**src/rtl/dff_arb_pkg.sv**
```systemverilog
// Shared types and helpers for the round-robin shared-register write arbiter.
package dff_arb_pkg;

  typedef enum logic [1:0] {
    IDLE  = 2'd0,
    GRANT = 2'd1,
    LOCK  = 2'd2
  } state_t;

  // Requester index width; never narrower than one bit.
  function automatic int unsigned id_width(input int unsigned n);
    return (n < 2) ? 1 : $clog2(n);
  endfunction

endpackage

```
**src/rtl/dff_rr_arb_rr_pick.sv**
```systemverilog
// Combinational round-robin picker: first set request at or after ptr, wrapping.
module rr_pick
  import dff_arb_pkg::*;
#(
  parameter int unsigned N_REQ = 4,
  parameter int unsigned BW_ID = id_width(N_REQ)
) (
  input  logic [N_REQ-1:0] req,
  input  logic [BW_ID-1:0] ptr,
  output logic [BW_ID-1:0] winner_c,
  output logic             any_c
);

  localparam int unsigned SW = BW_ID + 1;

  logic [SW-1:0]    sum;
  logic [BW_ID-1:0] idx;

  // Scan ptr, ptr+1, ... with modulo-N_REQ wrap so non-power-of-2 counts work.
  always_comb begin
    winner_c = '0;
    any_c    = 1'b0;
    sum      = '0;
    idx      = '0;
    for (int i = 0; i < N_REQ; i++) begin
      sum = {1'b0, ptr} + SW'(i);
      if (sum >= SW'(N_REQ)) begin
        sum = sum - SW'(N_REQ);
      end
      idx = sum[BW_ID-1:0];
      if (!any_c && req[idx]) begin
        winner_c = idx;
        any_c    = 1'b1;
      end
    end
  end

endmodule

```
**src/rtl/dff_rr_arb.sv**
```systemverilog
// Round-robin write sequencer for one shared register, with bounded lock bursts.
module dff_rr_arb
  import dff_arb_pkg::*;
#(
  parameter  int unsigned N_REQ    = 4,
  parameter  int unsigned BW_DATA  = 32,
  parameter  int unsigned LOCK_MAX = 8,
  localparam int unsigned BW_ID    = id_width(N_REQ)
) (
  input  logic                     i_clk,
  input  logic                     i_rst,
  input  logic [N_REQ-1:0]         i_req,
  input  logic [N_REQ-1:0]         i_lock,
  input  logic [N_REQ*BW_DATA-1:0] i_data,
  output logic [N_REQ-1:0]         o_gnt,
  output logic [BW_DATA-1:0]       o_q,
  output logic [BW_ID-1:0]         o_q_id,
  output logic                     o_q_vld
);

  localparam int unsigned BW_LCNT = $clog2(LOCK_MAX + 1);

  state_t              state;
  logic [BW_ID-1:0]    owner;
  logic [BW_ID-1:0]    rr_ptr;
  logic [BW_LCNT-1:0]  lock_cnt;

  logic [BW_ID-1:0]    pick_id_c;
  logic                pick_any_c;
  logic                own_req_c;
  logic                own_lock_c;
  logic [BW_DATA-1:0]  own_data_c;
  logic [BW_ID-1:0]    next_ptr_c;
  logic                lock_done_c;

  rr_pick #(
    .N_REQ (N_REQ),
    .BW_ID (BW_ID)
  ) u_pick (
    .req      (i_req),
    .ptr      (rr_ptr),
    .winner_c (pick_id_c),
    .any_c    (pick_any_c)
  );

  // Only the current owner's request, lock hint and data matter once granted.
  assign own_req_c   = i_req[owner];
  assign own_lock_c  = i_lock[owner];
  assign own_data_c  = i_data[owner*BW_DATA +: BW_DATA];
  assign next_ptr_c  = (owner == BW_ID'(N_REQ - 1)) ? '0 : owner + 1'b1;
  assign lock_done_c = (lock_cnt == BW_LCNT'(LOCK_MAX));

  always_ff @(posedge i_clk) begin
    if (i_rst) begin
      state    <= IDLE;
      owner    <= '0;
      rr_ptr   <= '0;
      lock_cnt <= '0;
      o_gnt    <= '0;
      o_q      <= '0;
      o_q_id   <= '0;
      o_q_vld  <= 1'b0;
    end else begin
      o_q_vld <= 1'b0;
      case (state)
        IDLE: begin
          if (pick_any_c) begin
            owner <= pick_id_c;
            o_gnt <= N_REQ'(1) << pick_id_c;
            state <= GRANT;
          end else begin
            o_gnt <= '0;
          end
        end

        GRANT: begin
          if (own_req_c) begin
            o_q     <= own_data_c;
            o_q_id  <= owner;
            o_q_vld <= 1'b1;
          end
          rr_ptr <= next_ptr_c;
          if (own_req_c && own_lock_c) begin
            lock_cnt <= BW_LCNT'(1);
            state    <= LOCK;
          end else begin
            o_gnt <= '0;
            state <= IDLE;
          end
        end

        LOCK: begin
          if (own_req_c) begin
            o_q      <= own_data_c;
            o_q_id   <= owner;
            o_q_vld  <= 1'b1;
            lock_cnt <= lock_cnt + 1'b1;
          end
          // Release on withdrawal, dropped lock hint, or burst limit reached.
          if (!own_req_c || !own_lock_c || lock_done_c) begin
            lock_cnt <= '0;
            o_gnt    <= '0;
            state    <= IDLE;
          end
        end

        default: begin
          o_gnt <= '0;
          state <= IDLE;
        end
      endcase
    end
  end

endmodule

```
**config.mk**
```make
export PLATFORM = sky130hd
export DESIGN_NAME = dff_rr_arb
export DESIGN_NICKNAME = d
export VERILOG_FILES = /design/src/rtl/dff_arb_pkg.sv /design/src/rtl/dff_rr_arb_rr_pick.sv /design/src/rtl/dff_rr_arb.sv
export SDC_FILE = /design/constraint.sdc
export NUM_CORES = 1
export LEC_CHECK = 0
export ABC_AREA = 1
export BUFFER_PORTS_ARGS = -buffer_cell sky130_fd_sc_hd__buf_2
export CAP_MARGIN = 10
export CORE_ASPECT_RATIO = 1.1
export CORE_MARGIN = 4
export CORE_UTILIZATION = 49
export CTS_BUF_LIST = sky130_fd_sc_hd__clkbuf_16
export CTS_CLUSTER_DIAMETER = 50
export DETAILED_ROUTE_END_ITERATION = 16
export PLACE_DENSITY = 0.95
export SYNTH_ARGS = -nofsm -noshare
export SYNTH_HDL_FRONTEND = slang
export SYNTH_SLANG_ARGS = --single-unit
```
**constraint.sdc**
```tcl
create_clock -name i_clk -period 2.7 [get_ports i_clk]
set_input_delay 0.135 -clock i_clk [delete_from_list [all_inputs] [get_ports i_clk]]
set_output_delay 0.135 -clock i_clk [all_outputs]
set_load 0.02 [all_outputs]
```
==> impl_metrics.ini, run 1 <==
[run_status]
run_status = finished clean

[worst_setup_path]
timing.critical_path.to_type = flop
critPathLaunchType = flop
path_delay_family = buffers and inverters
crit_path_max_fanout = 36
worst_ep_arrival_time_ns = 2.14
cp_max_delay_cell = inv_2
path_buf_inv = 2
timing.critical_path.required_ns = 2.92
regToRegSetupSlack_ns = 0.78
timing.critical_path.mode_cell = nand2_1
worstSetupPathType = flop to flop
timing.critical_path.slowest_cell_delay_ns = 0.42
worstPathCellList = inv_2 -> nand2_1 -> nand2_1 -> nand2_1 -> o21ai_2 -> nand2_2 -> inv_2 -> nand2_1 -> a21oi_1

[logic_synthesis]
postSynthCellCount = 511
synth-warning-count = 0
synth-seq-area-share = 0.3084
synth_top_flop_cell = dfxtp_1
synth-seq-cells = 49
async_flop_share = 0
netlist.top_cell.by_area = dfxtp_1
top_cells_by_area_synth = dfxtp_1 (31%), nand2_1 (14%), o21ai_0 (11%)
yosysUniqueCellTypes = 28
syn-cell-area_um2 = 3181
syn_nets = 655
synth-edff-count = 0
yosys.area.top_type_share = 0.3084
syn_avg_cell_area_um2 = 6.224

[floorplanning]
start_util = 0.5104
die-width_um = 84.82
design.die.area_um2 = 7845
count_of_standard_cell_rows = 30
pin_count = 177
die_h_um = 92.50
core_um2 = 6231

[routing]
ant_nets = 0
post-route-drc-count = 0
detail_route.vias_per_cell = 5.467
routed_wl_um = 10550
first_pass_iters = 5
initialDrtViolationCount = 241
route.vias.total = 4089
detail_route.wl_per_cell_um = 14.10

[power_and_ir_drop]
power.static_leakage_nw = 2.073
switching_share = 0.4905
power_report.internal_total_mw = 2.043
share_comb_of_total_power = 0.584
vdd.ir_drop.worst_uv = 551.1
power.sequential.fraction = 0.272
power.density_cell_area_nw_per_um2 = 958.5
p_clk_frac = 0.145
p_switching_mw = 1.966

[timing]
setup_slack_ns = 0.7811
grt_setup_unrepaired = false
fin_worst_skew_ns = 0.002531
post-route-period-util = 0.7107
slew_headroom = 0.6279
final-max-slew-violation-count = 0
timing.final.crit_period_ns = 1.919
maxClockFrequency_mhz = 521.1
measured_slew_at_the_worst_slew_check_pin_ns = 0.5573
finalHoldViolations = 0
fin_tns_setup_ns = 0
setup_viol = 0

[clock_tree]
postCtsSetupRepairBufs = 0
cts-buffers-inserted = 5
ctsRootBufferMaster = clkbuf_16
insertion_delay_to_the_later_sink_of_the_worst_skew_pair_ns = 0.28
cts.htree.levels = 2
postCtsHoldBufs = 0
clock_path_buffers = 2
cts.clk_slew.worst_paths_ns = 0.06
clock_sinks = 49
post_cts_resize_count = 0
tritoncts = yes

[cells_and_area]
most_common_cell_after_layout_fill_and_taps_aside = buf_2
drive_above_1_share = 0.3398
finalNetCount = 811
final_cell_count_no_fill = 748
most-common-layout-cells = buf_2 (176), nand2_1 (117), nor2_1 (87)
area_growth_syn_to_layout_pct = 31.51
insertedDiodeCount = 0
post-route-cell-area_um2 = 4183

[placed_design]
hpwl_after_detailed_placement_um = 8074
place_worst_setup_slack_ns = 0.7531
placed_area_um2 = 4046
dpl.cell_count = 740
portBuffers = 176
gp_routability_congestion = 0.9588

[global_routing]
grt_pass1_wl_um = 16930
antenna_found_initial = 0
grt_usage = 0.2579
grt_pass1_vias = 3911
pin_count_of_the_biggest_net_entering_global_routing = 40
globalRoute.totalOverflow = 0

[job]
max_cap_violations = 0

[worst_hold_path]
worstHoldPathType = input port to flop
==> Yosys cell counts, types with 5 or more instances <==
library cell  instances
dfxtp_1              49
nand2_2              17
o21ai_0              72
nand2_1             117
nand3_1              10
ha_1                  6
a21oi_1              45
nor2_1               87
nand3_2               5
clkbuf_1             19
inv_2                 8
o22ai_1              32
buf_2                 7
inv_1                16
==> stage by stage <==
stage | hold slack, ns | power, mW | utilization
detailed placement | 0.4534 | 3.419 | 0.6494
global route | 0.2542 | 4.340 | 0.6713
floorplan | 0.4328 | 2.823 | -
global placement | 0.4491 | 3.321 | 0.6494
finish | 0.2275 | 4.009 | 0.6713
CTS | 0.2219 | 4.011 | 0.6713
==> registers in the layout, indices dropped and copies added (netlist names) <==
register  count
o_q_id        2
lock_cnt      4
owner         2
o_gnt         4
state         2
o_q          32
o_q_vld       1
rr_ptr        2
==> power by group through the flow <==
| stage | clock network, mW | registers (mW) | logic [mW] |
|---|---|---|---|
| final | 0.580 | 1.09 | 2.34 |
| after global routing | 0.612 | 1.12 | 2.61 |
| after CTS | 0.593 | 1.09 | 2.33 |
| after detailed placement | 0 | 1.10 | 2.32 |
| after global placement | 0 | 1.09 | 2.23 |
| after floorplan | 0 | 1.27 | 1.56 |
==> cell families after synthesis <==
family	count (synthesis)	synth area share
adder cells (fa/ha/maj)	6	0.02360
flip-flops	49	0.3084
buffers and inverters	57	0.07907
AO/OA/AOI/OAI	156	0.2651
AND/OR/NAND/NOR	243	0.3238
==> per-layer routing <==
layer  share of wire  global-route usage  routed length, um
met3           0.075             0.05427                792
met2            0.50              0.4628               5253
met5               0                   0                  0
met1            0.38              0.2849               4059
met4           0.042              0.1293                443
==> worst paths after layout <==
| check | start | end | cells after the start |
|---|---|---|---|
| max | owner[0] | o_q[11] | 9 |
| min | i_rst | rr_ptr[1] | 2 |
| max reg2reg | owner[0] | o_q[11] | 9 |
| min reg2reg | o_q[20] | o_q[20] | 2 |
==> final cells by class <==
class / count / area [um^2]
clock buffer: 5 / 125.1
clock inverter: 3 / 11.26
fill: 566 / 2048
timing repair buffer: 182 / 925.9
tap: 80 / 100.1
sequential: 49 / 982.2
inverter: 24 / 90.09
multi-input combinational: 405 / 1948
(Power assumes the default switching activity.)
==> run 2, diff against run 1 <==
--- a/config.mk
+++ b/config.mk
@@ -5,16 +5,16 @@
 export SDC_FILE = /design/constraint.sdc
 export NUM_CORES = 1
 export LEC_CHECK = 0
-export ABC_AREA = 1
+export ABC_AREA = 0
 export BUFFER_PORTS_ARGS = -buffer_cell sky130_fd_sc_hd__buf_2
 export CAP_MARGIN = 10
 export CORE_ASPECT_RATIO = 1.1
 export CORE_MARGIN = 4
-export CORE_UTILIZATION = 49
+export CORE_UTILIZATION = 44
 export CTS_BUF_LIST = sky130_fd_sc_hd__clkbuf_16
 export CTS_CLUSTER_DIAMETER = 50
 export DETAILED_ROUTE_END_ITERATION = 16
-export PLACE_DENSITY = 0.95
+export PLACE_DENSITY = 0.9
 export SYNTH_ARGS = -nofsm -noshare
 export SYNTH_HDL_FRONTEND = slang
 export SYNTH_SLANG_ARGS = --single-unit
==> constraint.sdc (replaced) <==
create_clock -name i_clk -period 1.9 [get_ports i_clk]
set_input_delay 0.095 -clock i_clk [delete_from_list [all_inputs] [get_ports i_clk]]
set_output_delay 0.095 -clock i_clk [all_outputs]
set_load 0.02 [all_outputs]
==> impl_metrics.ini, run 2 <==
[cells_and_area]
largest_register_ff_count = 32
most_common_cell_after_layout_fill_and_taps_aside = buf_2
largestRegisters = o_q x32, lock_cnt x4, o_gnt x4
layout.filler_cells = 527
most-common-layout-cells = buf_2 (176), nand2_1 (76), dfxtp_1 (47)
registers.top_by_ff_count = o_q
multiInputGateArea_um2 = 1790
layout.area.seq_um2 = 983.4
insertedDiodeCount = 0
area_growth_syn_to_layout_pct = 37.23
post-route-cell-area_um2 = 4021
drive_above_1_share = 0.4915
finalNetCount = 611

[worst_setup_path]
path_buf_inv = 1
timing.critical_path.slowest_cell_delay_ns = 0.56
timing.critical_path.required_ns = 2.04
worstSetupPathType = flop to flop
regToRegSetupSlack_ns = 0.20
timing.reg2reg.worst_path_depth = 5
worst_ep_arrival_time_ns = 1.85
timing.critical_path.to_type = flop
critPathLaunchType = flop
worstReg2RegStart = owner[0]
crit-reg2reg-capture = o_q[23]
cp_max_delay_cell = mux4_2
path_delay_family = multiplexers
crit_path_max_fanout = 34
worstPathCellList = mux4_2 -> and2_1 -> buf_4 -> nand2_1 -> a21oi_1

[global_routing]
globalRoute.totalOverflow = 0
pin_count_of_the_biggest_net_entering_global_routing = 40
grt_pass1_wl_um = 13970
antenna_found_initial = 1
grt_usage = 0.2181
grt_pass1_vias = 3041

[logic_synthesis]
synth-seq-area-share = 0.3348
yosys.area.top_type_share = 0.3348
synth_top_flop_cell = dfxtp_1
syn_avg_cell_area_um2 = 9.768
yosysUniqueCellTypes = 39
syn_nets = 444
synth.cells.most_frequent = nand2_1 (76), dfxtp_1 (49), a21oi_1 (38)
postSynthCellCount = 300
async_flop_share = 0
most_common_cell_in_the_synthesized_netlist = nand2_1
synth-warning-count = 0
syn-cell-area_um2 = 2930
synth-edff-count = 0
top_cells_by_area_synth = dfxtp_1 (33%), mux4_2 (26%), nand2_1 (9.7%)
synth-seq-cells = 49
netlist.top_cell.by_area = dfxtp_1

[routing]
detail_route.wl_per_cell_um = 16.44
post-route-drc-count = 0
ant_nets = 0
route.vias.total = 3035
detail_route.vias_per_cell = 5.538
first_pass_iters = 4
routed_wl_um = 9007
initialDrtViolationCount = 133

[placed_design]
gp_routability_congestion = 0.9206
placed_area_um2 = 3855
place_worst_setup_slack_ns = 0.2124
hpwl_after_detailed_placement_um = 7033
portBuffers = 176

[timing]
measured_slew_at_the_worst_slew_check_pin_ns = 0.5043
grt_setup_unrepaired = false
fin_worst_skew_ns = 0.007512
fin_tns_setup_ns = 0
setup_slack_ns = 0.1978
final-max-slew-violation-count = 0
timing.final.crit_period_ns = 1.702
slew_headroom = 0.6638
setup_viol = 0
finalHoldViolations = 0
maxClockFrequency_mhz = 587.5
post-route-period-util = 0.8959
timing.hold.ws_ns = 0.2705

[power_and_ir_drop]
power_report.internal_total_mw = 2.181
p_clk_frac = 0.319
share_comb_of_total_power = 0.304
p_total_mw = 3.086
power.sequential.fraction = 0.377
p_switching_mw = 0.9048
switching_share = 0.2932
power.static_leakage_nw = 1.777
power.density_cell_area_nw_per_um2 = 767.3
vdd.ir_drop.worst_uv = 557.0

[floorplanning]
die-width_um = 85.81
start_util = 0.4647
design.die.area_um2 = 8031
core_um2 = 6306
count_of_standard_cell_rows = 30
pin_count = 177
die_h_um = 93.59

[clock_tree]
post_cts_resize_count = 0
insertion_delay_to_the_later_sink_of_the_worst_skew_pair_ns = 0.28
cts.htree.levels = 2
cts.clk_slew.worst_paths_ns = 0.06
postCtsHoldBufs = 0
clock_path_buffers = 2
ctsRootBufferMaster = clkbuf_16
clock_sinks = 49
postCtsSetupRepairBufs = 0
tritoncts = yes
cts-buffers-inserted = 5

[worst_hold_path]
holdCritStartpoint = i_req[1]
timing.hold.worst_path_depth = 4
hold_end = owner[1]
worstHoldPathType = input port to flop

[run_status]
run_status = finished clean

[job]
max_cap_violations = 0
## run 2: power by group through the flow
stage,clock (mW),combinational (mW),sequential [mW]
6_report,0.983,0.939,1.16
2_1_floorplan,0,0.552,1.26
3_3_place_gp,0,0.909,1.18
5_1_grt,1.04,1.02,1.17
4_1_cts,1.01,0.944,1.16
3_5_place_dp,0,0.940,1.19
## run 2: worst max path at each step
stage | depth (start not counted) | slack, ns | endpoint | startpoint
finish | 5 | 0.20 | o_q[23] | owner[0]
global route | 6 | 0.07 | o_gnt[2] | lock_cnt[0]
CTS | 5 | 0.21 | o_q[23] | owner[0]
detailed placement | 5 | 0.21 | o_q_id[1] | owner[0]
global placement | 5 | 0.26 | o_q[28] | owner[0]
floorplan | 7 | 0.24 | o_q[10] | owner[0]
## run 2: per-layer routing
layer  vias to the layer above  track usage  wire (um)
li1                       1432            -          -
met4                         2      0.06069        139
met3                        18      0.05463        763
met5                         -            0         13
met1                      1445       0.2404       3205
met2                       138       0.4100       4884
## run 2: tightest hold or removal path: stages
cell and delay [ns]:
buf_2 0.14, o21bai_1 0.12, nand3b_1 0.11, a21oi_1 0.06
## run 2: cell families after synthesis
family / synth area share
AO/OA/AOI/OAI: 0.1255
adder cells (fa/ha/maj): 0.02562
buffers and inverters: 0.05422
flip-flops: 0.3348
multiplexers: 0.2784
AND/OR/NAND/NOR: 0.1815
## run 2: layout make-up
type                       instances  area share
clock buffer                       5     0.03111
inverter                           6    0.005600
tap                               80     0.02489
clock inverter                     3     0.01027
sequential                        49      0.2446
multi-input combinational        222      0.4452
timing repair buffer             183      0.2383
## run 2: through the flow
step / instances / utilization
after global placement: 540 / 0.6113
after floorplan: 300 / -
after CTS: 548 / 0.6377
final: 548 / 0.6377
after global routing: 548 / 0.6377
after detailed placement: 540 / 0.6113
